`src/rtl/dmem_lsu_bridge.sv`:
```
// LSU req/gnt/rvalid port to single-port data RAM bridge with decode, error responses and profiling counters.
// Optional random grant stalls are enabled by defining DMEM_BRIDGE_STALL_EN.
module dmem_lsu_bridge #(
    parameter int          ADDR_W     = 13,
    parameter int          SIZE_WORDS = 8192,
    parameter logic [31:0] BASE_ADDR  = 32'h0010_0000
) (
    input  logic              HCLK,
    input  logic              HRESETn,
    input  logic              data_req_i,
    output logic              data_gnt_o,
    input  logic [31:0]       data_addr_i,
    input  logic              data_we_i,
    input  logic [3:0]        data_be_i,
    input  logic [31:0]       data_wdata_i,
    output logic              data_rvalid_o,
    output logic [31:0]       data_rdata_o,
    output logic              data_err_o,
    output logic              ram_cs_o,
    output logic              ram_we_o,
    output logic [ADDR_W-1:0] ram_addr_o,
    output logic [31:0]       ram_wmask_o,
    output logic [31:0]       ram_wdata_o,
    input  logic [31:0]       ram_rdata_i,
    output logic [31:0]       rd_cnt_o,
    output logic [31:0]       wr_cnt_o,
    output logic [31:0]       err_cnt_o
);

    localparam logic [32:0] SPAN_BYTES = 33'(SIZE_WORDS) * 33'd4;

    typedef enum logic {IDLE, RESP} state_t;

    function automatic logic [31:0] sat_inc(input logic [31:0] c);
        return (c == 32'hFFFF_FFFF) ? c : c + 32'd1;
    endfunction

    state_t      state_q, state_d;
    logic        resp_err_q, resp_err_d;
    logic        resp_we_q, resp_we_d;
    logic [31:0] rd_cnt_q, rd_cnt_d;
    logic [31:0] wr_cnt_q, wr_cnt_d;
    logic [31:0] err_cnt_q, err_cnt_d;

    logic        stall;
    logic [31:0] off;
    logic        in_range;
    logic        be_legal;
    logic        gnt;
    logic        accept;

`ifdef DMEM_BRIDGE_STALL_EN
    // Fibonacci LFSR x^8+x^6+x^5+x^4+1; stalls roughly one cycle in four.
    logic [7:0] lfsr_q, lfsr_d;

    always_comb lfsr_d = {lfsr_q[6:0], lfsr_q[7] ^ lfsr_q[5] ^ lfsr_q[4] ^ lfsr_q[3]};

    always_ff @(posedge HCLK or negedge HRESETn) begin
        if (!HRESETn) lfsr_q <= 8'hA5;
        else          lfsr_q <= lfsr_d;
    end

    assign stall = (lfsr_q[1:0] == 2'b00);
`else
    assign stall = 1'b0;
`endif

    assign off      = data_addr_i - BASE_ADDR;
    assign in_range = (data_addr_i >= BASE_ADDR) && ({1'b0, off} < SPAN_BYTES);

    always_comb begin
        case (data_be_i)
            4'b0001, 4'b0010, 4'b0100, 4'b1000,
            4'b0011, 4'b0110, 4'b1100, 4'b1111: be_legal = 1'b1;
            default:                            be_legal = 1'b0;
        endcase
    end

    // Reset gates the grant so nothing reaches the RAM while HRESETn is low.
    assign gnt    = data_req_i & ~stall & HRESETn;
    assign accept = gnt & in_range & be_legal;

    assign data_gnt_o  = gnt;
    assign ram_cs_o    = accept;
    assign ram_we_o    = accept & data_we_i;
    assign ram_addr_o  = off[ADDR_W+1:2];
    assign ram_wdata_o = data_wdata_i;

    always_comb begin
        ram_wmask_o = '0;
        for (int i = 0; i < 4; i++) ram_wmask_o[8*i +: 8] = {8{data_be_i[i]}};
    end

    always_comb begin
        state_d    = gnt ? RESP : IDLE;
        resp_err_d = resp_err_q;
        resp_we_d  = resp_we_q;
        rd_cnt_d   = rd_cnt_q;
        wr_cnt_d   = wr_cnt_q;
        err_cnt_d  = err_cnt_q;
        if (gnt) begin
            resp_err_d = ~accept;
            resp_we_d  = data_we_i;
        end
        if (accept && !data_we_i) rd_cnt_d  = sat_inc(rd_cnt_q);
        if (accept && data_we_i)  wr_cnt_d  = sat_inc(wr_cnt_q);
        if (gnt && !accept)       err_cnt_d = sat_inc(err_cnt_q);
    end

    always_ff @(posedge HCLK or negedge HRESETn) begin
        if (!HRESETn) begin
            state_q    <= IDLE;
            resp_err_q <= 1'b0;
            resp_we_q  <= 1'b0;
            rd_cnt_q   <= '0;
            wr_cnt_q   <= '0;
            err_cnt_q  <= '0;
        end else begin
            state_q    <= state_d;
            resp_err_q <= resp_err_d;
            resp_we_q  <= resp_we_d;
            rd_cnt_q   <= rd_cnt_d;
            wr_cnt_q   <= wr_cnt_d;
            err_cnt_q  <= err_cnt_d;
        end
    end

    // RAM read data lands in the RESP cycle, so it is passed through unregistered.
    assign data_rvalid_o = (state_q == RESP);
    assign data_err_o    = (state_q == RESP) & resp_err_q;
    assign data_rdata_o  = ((state_q == RESP) && !resp_err_q && !resp_we_q) ? ram_rdata_i : 32'd0;

    assign rd_cnt_o  = rd_cnt_q;
    assign wr_cnt_o  = wr_cnt_q;
    assign err_cnt_o = err_cnt_q;

endmodule

```
`config.mk`:
```
export PLATFORM = sky130hd
export DESIGN_NAME = dmem_lsu_bridge
export DESIGN_NICKNAME = d
export VERILOG_FILES = /design/src/rtl/dmem_lsu_bridge.sv
export SDC_FILE = /design/constraint.sdc
export NUM_CORES = 1
export LEC_CHECK = 0
export CORE_AREA = 2 2 122 124
export DETAILED_ROUTE_END_ITERATION = 6
export DIE_AREA = 0 0 124 126
export DONT_BUFFER_PORTS = 1
export MAX_ROUTING_LAYER = met4
export PLACE_DENSITY = 0.66
export SYNTH_ARGS = -nofsm -noshare
export SYNTH_HDL_FRONTEND = slang
export SYNTH_SLANG_ARGS = --single-unit
```
`constraint.sdc`:
```
create_clock -name HCLK -period 9 [get_ports HCLK]
set_clock_uncertainty 0.2 [all_clocks]
set_input_delay 1.8 -clock HCLK [delete_from_list [all_inputs] [get_ports HCLK]]
set_output_delay 1.8 -clock HCLK [all_outputs]
set_load 0.005 [all_outputs]
```
==> flow_metrics.env <==
export IMPL_die_area_mm2=0.0156
export IMPL_tightest_slew_ns=1.13
export IMPL_clock_latency_ns=0.35
export IMPL_antenna_found_initial=3
export IMPL_nets=606
export IMPL_wl_um=13600
export IMPL_yosys_area_share_simple_pct=26.2
export IMPL_setup_tns_ns=0
export IMPL_ys_types=48
export IMPL_drc_errors=0
export IMPL_period_minus_slack_ns=5.54
export IMPL_synth_edf_count=0
export IMPL_hold_path_startpoint="wr_cnt_o[15]"
export IMPL_fin_cells=690
export IMPL_grt_use_total_pct=17.8
export IMPL_cp_slowest_cell="or4_1"
export IMPL_clock_path_buffers=2
export IMPL_synth_sequential_area_ratio_pct=43.3
export IMPL_ys_ff_latch=99
export IMPL_ant_nets=0
export IMPL_cp_arrival_ns=3.54
export IMPL_whs_path_depth=1
export IMPL_postCtsHoldBufs=0
export IMPL_setup_viol=0
export IMPL_vias_per_cell=5.75
export IMPL_cts_root_buf="clkbuf_16"
export IMPL_dp_hpwl_um=10200
export IMPL_async_flop_share_pct=100
export IMPL_grt_max_degree=102
export IMPL_rows=44
export IMPL_power_leakage_nw=2.37
export IMPL_synth_ff_type="dfrtp_1"
export IMPL_max_stage_delay_ns=0.60
export IMPL_rrSetupSlack_ns=6.21
export IMPL_fill_cells=1411
export IMPL_synth_fa_ha_area_share_pct=0.874
export IMPL_drtPass1Iterations=5
export IMPL_cts_buffers=9
export IMPL_worstSetupPathType="input pin to output pin"
export IMPL_cts_tree="yes"
export IMPL_avgSynthCellArea_um2=9.94
export IMPL_hold_viol_final=0
export IMPL_min_path_type="register to register"
export IMPL_place_gp_congestion=0.888
export IMPL_end_kind="output pin"
export IMPL_first_iter_violations=274
export IMPL_cts_sinks=99
export IMPL_reg2reg_from="err_cnt_o[9]"
export IMPL_grt_overflow_total=0
export IMPL_post_cts_buffers=0
export IMPL_synth_cells=576
export IMPL_whs_endpoint="wr_cnt_o[15]"
export IMPL_grt_pass1_wl_um=21000
export IMPL_dp_cells=671
export IMPL_rsz0062_at_grt="false"
export IMPL_synth_compound_area_share_pct=2.08
export IMPL_vias=3966
export IMPL_pin_count=314
export IMPL_p_total_w=0.000881
export IMPL_syn_num_nets=684
export IMPL_grt_pass1_vias=3875
export IMPL_slew_violations=0
export IMPL_mostFrequentLayoutCells="dfrtp_1, xnor2_1, nand3_1, and2_1, nand2_1"
export IMPL_die_width_um=124
export IMPL_io_buffers=0
export IMPL_initial_core_util_pct=40.0
export IMPL_area_delta_synth_final_pct=-2.12
export IMPL_htreeDepth=3
export IMPL_cts_repair_resized=0
export IMPL_timing_critical_path_fanout_max=2
export IMPL_wl_per_cell_um=19.7
export IMPL_synth_warnings=0
export IMPL_fp_dieH_um=126
export IMPL_worstPathCellList="or4_1 -> or4_4 -> a2111oi_4 -> and2_1"
export IMPL_crit_path_start_kind="input pin"
export IMPL_synth_xor_area_share_pct=14.5
export IMPL_status="complete, no violations"
export IMPL_period_share_pct=61.5
export IMPL_netlist_area_mm2=0.00572
export IMPL_cp_required_ns=7.00
export IMPL_fmax_mhz=181
export IMPL_reg2reg_to="err_cnt_o[26]"
export IMPL_relSlewSlack_pct=24.0
export IMPL_drive_gt1_share_pct=6.56
export IMPL_cts_clk_slew_worst_paths_ns=0.07
export IMPL_cap_violations=0
export IMPL_mostFrequentLayoutCell="dfrtp_1"
export IMPL_vdd_drop_max_v=0.000107
export IMPL_synth_mux_area_share_pct=1.14
export IMPL_core_mm2=0.0143
export IMPL_r2r_cells=6
export IMPL_power_density_mw_per_mm2=157
export IMPL_synth_top_family_by_area="simple AND/OR/NAND/NOR gates"
export IMPL_hold_slack_ns=0.326
==> power breakdown <==
part           switching (W)  internal, W  total (W)
logic              0.0000191    0.0000184  0.0000375
clock network       0.000173     0.000191   0.000363
registers          0.0000214     0.000459   0.000481
==> cells in the mapped netlist, types with 3 or more instances <==
| master | count | area, um^2 |
|---|---|---|
| and2_1 | 37 | 231 |
| and3_1 | 20 | 125 |
| and4_1 | 12 | 105 |
| buf_4 | 78 | 586 |
| clkbuf_1 | 7 | 26.3 |
| dfrtp_1 | 99 | 2480 |
| ha_1 | 4 | 50.1 |
| inv_1 | 9 | 33.8 |
| mux2_2 | 4 | 45.0 |
| nand2_1 | 33 | 124 |
| nand2b_1 | 3 | 18.8 |
| nand3_1 | 50 | 250 |
| nand3b_1 | 3 | 22.5 |
| nand4_1 | 30 | 188 |
| nor2_1 | 24 | 90.1 |
| nor3_1 | 17 | 85.1 |
| nor4_1 | 9 | 56.3 |
| o21ai_0 | 3 | 15.0 |
| or3_1 | 3 | 18.8 |
| or4_1 | 3 | 22.5 |
| xnor2_1 | 72 | 631 |
| xor2_1 | 23 | 201 |
==> metal layers <==
| metal | wire, um | up-vias | part of all wire (%) | GRT usage (%) |
|---|---|---|---|---|
| li1 | - | 1766 | - | - |
| met1 | 5850 | 1974 | 43 | 22.9 |
| met3 | 1400 | 30 | 10 | 7.52 |
| met2 | 6190 | 196 | 45 | 25.4 |
| met4 | 170 | 0 | 1.2 | 5.35 |
| met5 | 0 | - | 0 | - |
==> final cells by class <==
class,instances,area [um^2],share of cell area (%)
Antenna cell,3,7.51,0.134
Clock buffer,10,229,4.09
Clock inverter,6,48.8,0.871
Inverter,9,33.8,0.603
Multi-Input combinational cell,378,2570,45.8
Sequential cell,99,2480,44.2
Tap cell,184,230,4.11
Timing Repair Buffer,1,7.51,0.134
==> cell families (layout without fill, tap and decap cells) <==
kind of cell	count (synthesis)	after routing
buffers and inverters	99	26
AND/OR/NAND/NOR	260	260
XOR/XNOR	95	95
AO/OA/AOI/OAI	13	13
adder cells (fa/ha/maj)	4	4
multiplexers	6	6
flip-flops	99	99
other	0	3
==> metrics by stage <==
stage | utilization [%] | area, um^2 | worst slack, ns
final | 39.1 | 5600 | 3.46
after global routing | 39.1 | 5600 | 3.37
after CTS | 39.1 | 5600 | 3.44
after detailed placement | 37.2 | 5320 | 3.44
after global placement | 37.2 | 5320 | 3.44
after floorplan | - | 5720 | 3.44
==> worst max-delay path, delay by kind of cell <==
| kind | cells | cell delay, ns |
|---|---|---|
| compound gates | 1 | 0.29 |
| simple gates | 3 | 1.44 |
==> state kept, by name, summed over array words and instances, names as in the netlist <==
register       flops
resp_err_q         1
rd_cnt_o          32
resp_we_q          1
wr_cnt_o          32
err_cnt_o         32
data_rvalid_o      1
==> worst max path at each step <==
stage,startpoint,endpoint,slack [ns],cells after the start
floorplan,data_addr_i[21],ram_we_o,3.44,5
finish,data_addr_i[16],ram_we_o,3.46,4
global placement,data_addr_i[16],ram_cs_o,3.44,4
detailed placement,data_addr_i[16],ram_cs_o,3.44,4
CTS,data_addr_i[16],ram_cs_o,3.44,4
global route,data_addr_i[16],ram_we_o,3.37,4
Note: power is estimated with default switching activity, not from simulation.
